## config.mk

```make
export PLATFORM = sky130hd
export DESIGN_NAME = riscv_mem_arbiter
export DESIGN_NICKNAME = d
export VERILOG_FILES = /design/src/rtl/riscv_mem_arbiter_pkg.sv /design/src/rtl/riscv_mem_arbiter_idq.sv /design/src/rtl/riscv_mem_arbiter.sv
export SDC_FILE = /design/constraint.sdc
export NUM_CORES = 1
export LEC_CHECK = 0
export BUFFER_PORTS_ARGS = -buffer_cell sky130_fd_sc_hd__buf_2
export CORE_AREA = 2 2 162 164
export CTS_CLUSTER_DIAMETER = 150
export DETAILED_ROUTE_END_ITERATION = 8
export DIE_AREA = 0 0 164 166
export PLACE_DENSITY = 0.33
export SETUP_SLACK_MARGIN = 0.02
export SYNTH_ARGS = -nofsm -noshare
export SYNTH_HDL_FRONTEND = slang
export SYNTH_HIERARCHICAL = 1
export SYNTH_SLANG_ARGS = --single-unit
```

## constraint.sdc

```tcl
create_clock -name clk -period 6.5 [get_ports clk]
set_input_delay 0.325 -clock clk [delete_from_list [all_inputs] [get_ports clk]]
set_output_delay 0.325 -clock clk [all_outputs]
set_load 0.02 [all_outputs]
```

## src/rtl/riscv_mem_arbiter_pkg.sv

```systemverilog
// riscv_mem_arbiter_pkg
//   Shared definitions for the imem/dmem memory arbiter: default message
//   widths (32-bit address/data vc-mem request/response layouts), default
//   in-flight depth, and the source-ID encoding stored in the ID queue.
package riscv_mem_arbiter_pkg;

  localparam int REQ_SZ_DFLT    = 67;  // vc mem request msg, 32-bit addr / 32-bit data
  localparam int RESP_SZ_DFLT   = 35;  // vc mem response msg, 32-bit data
  localparam int MAX_OUTST_DFLT = 4;

  // Which core port issued a request; also the arbitration priority value.
  typedef enum logic {
    SRC_IMEM = 1'b0,
    SRC_DMEM = 1'b1
  } src_e;

  function automatic src_e other_src(input src_e s);
    return (s == SRC_IMEM) ? SRC_DMEM : SRC_IMEM;
  endfunction

endpackage

```

## src/rtl/riscv_mem_arbiter_idq.sv

```systemverilog
// riscv_mem_arbiter_idq
//   1-bit-wide, DEPTH-deep FIFO of source IDs for requests that have been
//   sent to memory and are still waiting for their (in-order) response.
// Ports
//   clk, reset        clock, asynchronous active-high reset (clears pointers/count)
//   push, push_id     enqueue push_id (ignored when full)
//   pop               dequeue the head entry (ignored when empty)
//   full, empty       occupancy flags from the registered count
//   head              ID at the head of the queue (valid when !empty)
module riscv_mem_arbiter_idq
  import riscv_mem_arbiter_pkg::*;
#(
  parameter int DEPTH = MAX_OUTST_DFLT
) (
  input  logic clk,
  input  logic reset,
  input  logic push,
  input  logic push_id,
  input  logic pop,
  output logic full,
  output logic empty,
  output logic head
);

  localparam int PW = $clog2(DEPTH);
  localparam int CW = $clog2(DEPTH + 1);

  logic [PW-1:0] wr_ptr_q, wr_ptr_d;
  logic [PW-1:0] rd_ptr_q, rd_ptr_d;
  logic [CW-1:0] count_q, count_d;
  logic          id_mem [DEPTH];
  logic          do_push, do_pop;

  assign full    = (count_q == CW'(DEPTH));
  assign empty   = (count_q == '0);
  assign head    = id_mem[rd_ptr_q];
  assign do_push = push & ~full;
  assign do_pop  = pop & ~empty;

  // Pointers are exactly log2(DEPTH) bits, so they wrap mod DEPTH on their
  // own; the separate count distinguishes full from empty.
  always_comb begin
    wr_ptr_d = wr_ptr_q;
    rd_ptr_d = rd_ptr_q;
    count_d  = count_q;
    if (do_push) wr_ptr_d = wr_ptr_q + PW'(1);
    if (do_pop)  rd_ptr_d = rd_ptr_q + PW'(1);
    case ({do_push, do_pop})
      2'b10:   count_d = count_q + CW'(1);
      2'b01:   count_d = count_q - CW'(1);
      default: count_d = count_q;
    endcase
  end

  always_ff @(posedge clk or posedge reset) begin
    if (reset) begin
      wr_ptr_q <= '0;
      rd_ptr_q <= '0;
      count_q  <= '0;
    end else begin
      wr_ptr_q <= wr_ptr_d;
      rd_ptr_q <= rd_ptr_d;
      count_q  <= count_d;
    end
  end

  // Storage needs no reset: an entry is only read after it has been written.
  always_ff @(posedge clk) begin
    if (do_push) id_mem[wr_ptr_q] <= push_id;
  end

endmodule

```

## src/rtl/riscv_mem_arbiter.sv

```systemverilog
// riscv_mem_arbiter
//   Merges the core's imem and dmem val/rdy request ports onto one shared
//   memory port (round-robin, zero added latency) and steers the in-order
//   memory responses back to the port that issued each request.
// Ports
//   clk, reset                         clock, asynchronous active-high reset
//   imemreq_msg/val/rdy                instruction request port (from core)
//   imemresp_msg/val                   instruction response port (to core)
//   dmemreq_msg/val/rdy                data request port (from core)
//   dmemresp_msg/val                   data response port (to core)
//   memreq_msg/val/rdy                 shared memory request port
//   memresp_msg/val                    shared memory response (always accepted)
//   resp_err                           sticky: response seen with nothing outstanding
//   perf_icnt, perf_dcnt, perf_conf    imem grants, dmem grants, conflict cycles
// Configuration
//   RISCV_MEMARB_PERF_EN  when defined, the perf_* counters are implemented;
//                         otherwise the perf_* outputs are constant zero.
module riscv_mem_arbiter
  import riscv_mem_arbiter_pkg::*;
#(
  parameter int REQ_SZ    = REQ_SZ_DFLT,
  parameter int RESP_SZ   = RESP_SZ_DFLT,
  parameter int MAX_OUTST = MAX_OUTST_DFLT
) (
  input  logic               clk,
  input  logic               reset,
  input  logic [REQ_SZ-1:0]  imemreq_msg,
  input  logic               imemreq_val,
  output logic               imemreq_rdy,
  output logic [RESP_SZ-1:0] imemresp_msg,
  output logic               imemresp_val,
  input  logic [REQ_SZ-1:0]  dmemreq_msg,
  input  logic               dmemreq_val,
  output logic               dmemreq_rdy,
  output logic [RESP_SZ-1:0] dmemresp_msg,
  output logic               dmemresp_val,
  output logic [REQ_SZ-1:0]  memreq_msg,
  output logic               memreq_val,
  input  logic               memreq_rdy,
  input  logic [RESP_SZ-1:0] memresp_msg,
  input  logic               memresp_val,
  output logic               resp_err,
  output logic [31:0]        perf_icnt,
  output logic [31:0]        perf_dcnt,
  output logic [31:0]        perf_conf
);

  src_e prio_q, prio_d;
  logic resp_err_q, resp_err_d;
  logic full, empty, head;
  logic gnt_i, gnt_d;
  logic sel_dmem;
  logic fire, pop;

  // A port's grant never looks at its own val, so rdy has no path from the
  // same port's val.
  assign gnt_i = ~full & (~dmemreq_val | (prio_q == SRC_IMEM));
  assign gnt_d = ~full & (~imemreq_val | (prio_q == SRC_DMEM));

  assign imemreq_rdy = memreq_rdy & gnt_i;
  assign dmemreq_rdy = memreq_rdy & gnt_d;

  // dmem is selected unless imem is both valid and granted.
  assign sel_dmem   = ~(imemreq_val & gnt_i);
  assign memreq_val = ~full & (imemreq_val | dmemreq_val);
  assign memreq_msg = sel_dmem ? dmemreq_msg : imemreq_msg;
  assign fire       = memreq_val & memreq_rdy;

  // Empty is sampled before this cycle's push, so a response arriving in
  // the same cycle as the first request is treated as stray.
  assign pop          = memresp_val & ~empty;
  assign imemresp_val = pop & (head == SRC_IMEM);
  assign dmemresp_val = pop & (head == SRC_DMEM);
  assign imemresp_msg = memresp_msg;
  assign dmemresp_msg = memresp_msg;
  assign resp_err     = resp_err_q;

  riscv_mem_arbiter_idq #(
    .DEPTH (MAX_OUTST)
  ) u_idq (
    .clk     (clk),
    .reset   (reset),
    .push    (fire),
    .push_id (sel_dmem),
    .pop     (pop),
    .full    (full),
    .empty   (empty),
    .head    (head)
  );

  // Priority only moves on an accepted request; a stalled winner keeps it.
  always_comb begin
    prio_d     = prio_q;
    resp_err_d = resp_err_q;
    if (fire) prio_d = other_src(src_e'(sel_dmem));
    if (memresp_val & empty) resp_err_d = 1'b1;
  end

  always_ff @(posedge clk or posedge reset) begin
    if (reset) begin
      prio_q     <= SRC_IMEM;
      resp_err_q <= 1'b0;
    end else begin
      prio_q     <= prio_d;
      resp_err_q <= resp_err_d;
    end
  end

`ifdef RISCV_MEMARB_PERF_EN
  logic [31:0] perf_icnt_q, perf_icnt_d;
  logic [31:0] perf_dcnt_q, perf_dcnt_d;
  logic [31:0] perf_conf_q, perf_conf_d;

  always_comb begin
    perf_icnt_d = perf_icnt_q;
    perf_dcnt_d = perf_dcnt_q;
    perf_conf_d = perf_conf_q;
    if (fire & ~sel_dmem) perf_icnt_d = perf_icnt_q + 32'd1;
    if (fire & sel_dmem)  perf_dcnt_d = perf_dcnt_q + 32'd1;
    if (imemreq_val & dmemreq_val & ~full & memreq_rdy)
      perf_conf_d = perf_conf_q + 32'd1;
  end

  always_ff @(posedge clk or posedge reset) begin
    if (reset) begin
      perf_icnt_q <= '0;
      perf_dcnt_q <= '0;
      perf_conf_q <= '0;
    end else begin
      perf_icnt_q <= perf_icnt_d;
      perf_dcnt_q <= perf_dcnt_d;
      perf_conf_q <= perf_conf_d;
    end
  end

  assign perf_icnt = perf_icnt_q;
  assign perf_dcnt = perf_dcnt_q;
  assign perf_conf = perf_conf_q;
`else
  assign perf_icnt = 32'b0;
  assign perf_dcnt = 32'b0;
  assign perf_conf = 32'b0;
`endif

endmodule

```

Yosys cells after proc, flatten, opt, wreduce, memory -nomap -nowiden
Memories as Yosys holds them, arrays and structs flattened.
Index checks and enable logic that the tools add are counted.
{ "word_totals": {"ramBits": 4, "n_memories": 1, "reg_bits": 9, "output_inout_bits": 239} }
{ "mem_list": {"columns": ["name", "words", "width", "rd", "rd_ports_with_merged_regs", "write_ports", "line_no", "rtl"], "rows": [
  ["u_idq.id_mem", 4, 1, 1, 0, 1, "riscv_mem_arbiter_idq.sv:31", "logic id_mem [DEPTH];"]
]} }
{ "op_classes": {"mux": 5, "n_reduce_logical": 2, "eq_ne": 3, "add_sub_neg": 4, "bitwise_logic": 23} }
{ "op_table": {"columns": ["cell", "n"], "rows": [
  ["67-bit two-way mux", 1],
  ["1-bit bitwise AND", 13],
  ["1-bit inverter", 7],
  ["3-bit one-hot mux with 2 select lines", 1],
  ["2-bit by 1-bit adder with 2-bit output (second input constant)", 2],
  ["3-bit by 1-bit adder with 3-bit output (second input constant)", 1],
  ["3-bit == test (second input constant)", 1],
  ["3-bit zero test", 1],
  ["1-bit two-way mux", 3],
  ["1-bit bitwise OR", 3],
  ["3-bit by 1-bit subtractor with 3-bit output (second input constant)", 1],
  ["2-bit by 1-bit == test with 1-bit output (second input constant)", 1],
  ["2-bit == test (second input constant)", 1],
  ["2-bit nonzero test", 1]
]} }

Longest topological paths before layout
{ "depth": {"depth_word": 7, "ltp_mapped": 11} }

Hierarchy
The synthesis kept the hierarchy.
{ "modules_own_cells": {"columns": ["module", "area_per_inst_um2", "n_inst", "cells_per_inst", "seq_area_each_um2"], "rows": [
  ["riscv_mem_arbiter", 2282.2, 1, 260, 50.0],
  ["riscv_mem_arbiter_idq", 585.6, 1, 44, 295.3]
]} }

Least setup slack after synthesis
OpenSTA, ideal clock, no wires.
{ "synth_path": {"path_type": "reg2reg", "from": "reg u_idq.count_q[0]", "to": "reg u_idq.count_q[2]", "required_time_ns": 6.421, "slack_ns": 4.324, "arrival_ns": 2.097, "path_stages_with_launch": 12, "setup_time_ns": 0.079, "period_less_slack_ns": 2.176, "path_cell_list": "dfrtp_1 nor3b_4 nand2b_1 nor2_1 nor2b_4 inv_1 ha_1 inv_1 fa_1 xor2_1 nor2_1 xor2_1"} }
{ "synth_via": {"elab_chain_cells": 7, "word_cells_on_any_way": 15, "cone_classes": "2 x add/sub; 3 x eq/ne; 1 x mux; 7 x bitwise; 2 x reduce/logical"} }
{ "synth_lines": {"columns": ["element", "line_no", "rtl"], "rows": [
  ["start: declaration", "riscv_mem_arbiter_idq.sv:30", "logic [CW-1:0] count_q, count_d;"],
  ["start signal: assignment", "riscv_mem_arbiter_idq.sv:63", "count_q <= count_d;"],
  ["3-bit == test (*)", "riscv_mem_arbiter_idq.sv:34", "assign full = (count_q == CW'(DEPTH));"],
  ["via full", "riscv_mem_arbiter.sv:50", "logic full, empty, head;"],
  ["1-bit inverter (*)", "riscv_mem_arbiter.sv:65", "assign memreq_val = ~full & (imemreq_val | dmemreq_val);"],
  ["1-bit bitwise AND (*)", "riscv_mem_arbiter.sv:65", null],
  ["1-bit bitwise AND (*)", "riscv_mem_arbiter.sv:67", "assign fire = memreq_val & memreq_rdy;"],
  ["via fire", "riscv_mem_arbiter.sv:53", "logic fire, pop;"],
  ["1-bit bitwise AND (*)", "riscv_mem_arbiter_idq.sv:37", "assign do_push = push & ~full;"],
  ["2-bit by 1-bit == test with 1-bit output or 2-bit == test (tied branches)", "riscv_mem_arbiter_idq.sv:48", "case ({do_push, do_pop})"],
  ["3-bit one-hot mux with 2 select lines or 2-bit nonzero test (tied branches)", null, null]
]} }
The timed path passes the listed nets; every way through them passes the cells marked *.
A chain may end at the register's enable or synchronous reset.

Final worst setup path
{ "layout_path": {"from": "reg u_idq.count_q[0]", "to": "out memreq_msg[43]"} }
{ "layout_via": {"elab_chain_cells": 5} }
{ "layout_lines": {"columns": ["element", "line_no", "rtl"], "rows": [
  ["3-bit == test", "riscv_mem_arbiter_idq.sv:34", null],
  ["via full", "riscv_mem_arbiter.sv:50", null],
  ["1-bit inverter", "riscv_mem_arbiter.sv:57", "assign gnt_i = ~full & (~dmemreq_val | (prio_q == SRC_IMEM));"],
  ["1-bit bitwise AND", "riscv_mem_arbiter.sv:57", null],
  ["1-bit bitwise AND", "riscv_mem_arbiter.sv:64", "assign sel_dmem = ~(imemreq_val & gnt_i);"],
  ["67-bit two-way mux", "riscv_mem_arbiter.sv:66", "assign memreq_msg = sel_dmem ? dmemreq_msg : imemreq_msg;"],
  ["end: declaration", "riscv_mem_arbiter.sv:37", "output logic [REQ_SZ-1:0] memreq_msg,"]
]} }
The timed path passes the listed nets, and every way through them passes these cells.

==> run summary <==
========================================================================================
Outcome ...................................................................    completed
Vias ......................................................................         2133
Num CTS Buffers ...........................................................            3
Die outline height ........................................................       166 um
Largest fanout on the critical path .......................................           57
Setup Buffers After CTS ...................................................            0
Storage cell area .........................................................   345.3 um^2
Largest clock skew in the final design ....................................  0.002195 ns
Die area ..................................................................   27220 um^2
Area used by multi-input combinational logic ..............................    1545 um^2
Total Power ...............................................................    0.9330 mW
Maximum clock frequency ...................................................    323.7 MHz
Cell count after synthesis ................................................          304
Simple-gate share of the synthesized area .................................       4.974%
Clock tree from TritonCTS .................................................          yes
Routability Congestion ....................................................       0.7039
Netlist cell types ........................................................           29
Maximum number of pins on one net before global-route repair ..............           58
Slew at the pin closest to its max-slew limit .............................    0.8176 ns
Register area share after synthesis .......................................       12.04%
Global-route usage over all layers ........................................       5.534%
Number of register bits inferred by synthesis .............................           13
Detailed-route wire length per cell .......................................     10.79 um
Overflow left after global routing ........................................            0
Worst Hold Depth ..........................................................            2
Setup Slack @ Placement ...................................................     3.600 ns
Required time reported for the critical path endpoint .....................      6.17 ns
Per-instance average area after synthesis .................................   9.433 um^2
Max rail drop VDD .........................................................   0.09965 mV
CTS clock-pin slew for the worst setup and hold paths .....................      0.05 ns
Max-Slew Margin vs Limit ..................................................       45.49%
Routed via count divided by cell count ....................................        2.738
Number of search-and-repair iterations in the first detailed-routing pass .            4
Count of final setup violators ............................................            0
Core Rows .................................................................           59
Sum of routed wire length over all layers .................................      8406 um
Compound-cell area share of the yosys netlist .............................       1.527%
Final period util .........................................................       47.53%
Proportion of layout cells with a drive suffix above 1 ....................       65.54%
R2R depth .................................................................           11
Final worst setup slack ...................................................     3.411 ns
Post-CTS Hold Buffers .....................................................            1
Hold_ws ...................................................................    0.3095 ns
Dominant combinational cell family by area after synthesis ................ buffers and inverters
Type of the worst setup path .............................................. flop to output pin
Path category of the worst min-delay check ................................ primary input to flop
Layout filler cell count ..................................................         2937
Drc violations ............................................................            0
# diodes ..................................................................            0
Core footprint ............................................................   25620 um^2
Clock Sink Count ..........................................................           13
Number of max-slew violations in the final report .........................            0
Ys Warns ..................................................................            6
Maximum root-to-sink buffer count .........................................            2
Die width .................................................................       164 um
Critical Path AT ..........................................................      2.76 ns
Sum Neg Setup Slack .......................................................         0 ns
Number of global-route vias before repair .................................         1991
Adder-cell share of the synthesized area ..................................       2.880%
Insertion delay of the later-clocked pin in the worst-skew pair ...........      0.24 ns
Fraction of the core area covered by cells at the end of the flow .........       13.67%
Global-route wire length before repair ....................................     11570 um
Post_cts resized ..........................................................            0
Deepest level of the CTS H-tree ...........................................            1
Final net count ...........................................................          626
P&R area growth vs syn ....................................................       22.08%
Count of buffers inserted at the top-level ports ..........................          212
Synthesized-area fraction occupied by xor and xnor cells ..................       1.832%
Max Cap Violations ........................................................            0
CTS root buffer ...........................................................    clkbuf_16
First-iteration detailed-routing DRC count ................................           40
Final HPWL from detailed placement ........................................      7522 um
Number of antenna violations at the first check in global routing .........            0
Number of primary I/O pins ................................................          414
Static leakage ............................................................     1.895 nW
Cell area power density ................................................... 266.5 nW/um^2
Post-Synthesis Cell Area ..................................................    2868 um^2
RSZ-0062 raised after global routing ......................................           no
Share of synthesized area spent on multiplexers ...........................       30.10%
Hold Fails Final Rpt ......................................................            0
Number of routed nets with antenna violations .............................            0
Category of the worst setup path capture point ............................   output pin
Min cycle time layout .....................................................     3.089 ns
Initial cell density of the core ..........................................       11.20%
Sort of element at the start of the critical path .........................         flop
========================================================================================
==> final timing paths <==
path	startpoint	slack [ns]	endpoint
setup / recovery	u_idq/count_q[0]$_DFFE_PP0P_	3.41	memreq_msg[43]
hold / removal	memresp_val	0.31	resp_err$_DFFE_PP0P_
setup reg to reg	u_idq/count_q[0]$_DFFE_PP0P_	4.16	u_idq/count_q[2]$_DFFE_PP0P_
hold reg to reg	resp_err$_DFFE_PP0P_	0.46	resp_err$_DFFE_PP0P_
max in group asynchronous	reset	5.65	u_idq/rd_ptr_q[1]$_DFFE_PP0P_
min in group asynchronous	reset	0.50	resp_err$_DFFE_PP0P_
==> Yosys cell counts (all sizes together) <==
cell,number,area [um^2]
a21o,1,7.510
a21oi,3,15.01
a31oi,1,6.260
and2,5,33.78
buf,173,1300
conb,1,3.750
dfrtp,9,225.2
edfxtp,4,120.1
fa,1,20.02
ha,5,62.56
inv,9,33.78
mux2,68,840.8
mux4,1,22.52
nand2,3,11.26
nand2b,1,6.260
nand3b,1,20.02
nor2,4,15.01
nor2b,4,32.53
nor3,1,5.000
nor3b,1,18.77
o21ai,1,5.000
o31a,1,10.01
xnor2,3,26.28
xor2,3,26.28
==> metal layers <==
layer	vias up	track usage, %	part of all wire, %
met3	41	1.199	9.9
li1	1007	-	-
met5	-	0	0
met2	172	9.225	46
met1	913	6.460	38
met4	0	3.280	5.8
==> worst max-delay path, stage by stage, from the launching register on <==
cell and delay (ns):
dfrtp_1 0.44, nor3b_4 0.33, nand3b_4 0.38, buf_4 0.64, mux2_2 0.44, buf_2 0.17
==> power breakdown <==
group	internal, mW	leakage [nW]	switching, mW
clock network	0.0826	0.0382	0.0328
logic	0.288	1.72	0.374
registers	0.120	0.138	0.0345
total	0.491	1.89	0.442
==> stage by stage <==
step / std cells / instance area (um^2)
CTS: 779 / 3501
global route: 779 / 3501
global placement: 774 / 3412
finish: 779 / 3501
detailed placement: 774 / 3412
floorplan: 399 / 3224
==> area by class of cell <==
type	count	area share [%]
sequential	13	9.864
timing repair buffer	214	30.81
inverter	9	0.9650
clock buffer	4	2.252
tap	335	11.97
multi-input combinational	204	44.14
==> kinds of logic (layout without fill, tap and decap cells) <==
kind of cell	count (synthesis)	after routing
other	1	96
buffers and inverters	182	227
AND/OR/NAND/NOR	20	20
XOR/XNOR	6	6
multiplexers	69	69
adder cells (fa/ha/maj)	6	6
AO/OA/AOI/OAI	7	7
flip-flops	13	13
==> cells in the final DEF, fill, tap and decap left out, drive strengths merged <==
| cell type | Yosys | layout |
|---|---|---|
| o21ai | 1 | 1 |
| nand2b | 1 | 1 |
| conb | 1 | 96 |
| fa | 1 | 1 |
| nor2 | 4 | 4 |
| o31a | 1 | 1 |
| ha | 5 | 5 |
| nor3b | 1 | 1 |
| edfxtp | 4 | 4 |
| mux2 | 68 | 68 |
| mux4 | 1 | 1 |
| nor2b | 4 | 4 |
| nor3 | 1 | 1 |
| a21o | 1 | 1 |
| a21oi | 3 | 3 |
| clkbuf | 0 | 4 |
| nand2 | 3 | 3 |
| a31oi | 1 | 1 |
| and2 | 5 | 5 |
| dfrtp | 9 | 9 |
| dlygate4sd3 | 0 | 1 |
| xor2 | 3 | 3 |
| inv | 9 | 9 |
| xnor2 | 3 | 3 |
| buf | 173 | 213 |
| nand3b | 1 | 1 |
==> registers in the layout (all words and copies together) (netlist names) <==
name            cells
u_idq/count_q       3
u_idq/wr_ptr_q      2
u_idq/rd_ptr_q      2
u_idq/id_mem        4
resp_err            1
prio_q              1
Power figures use the tool's default switching activity.
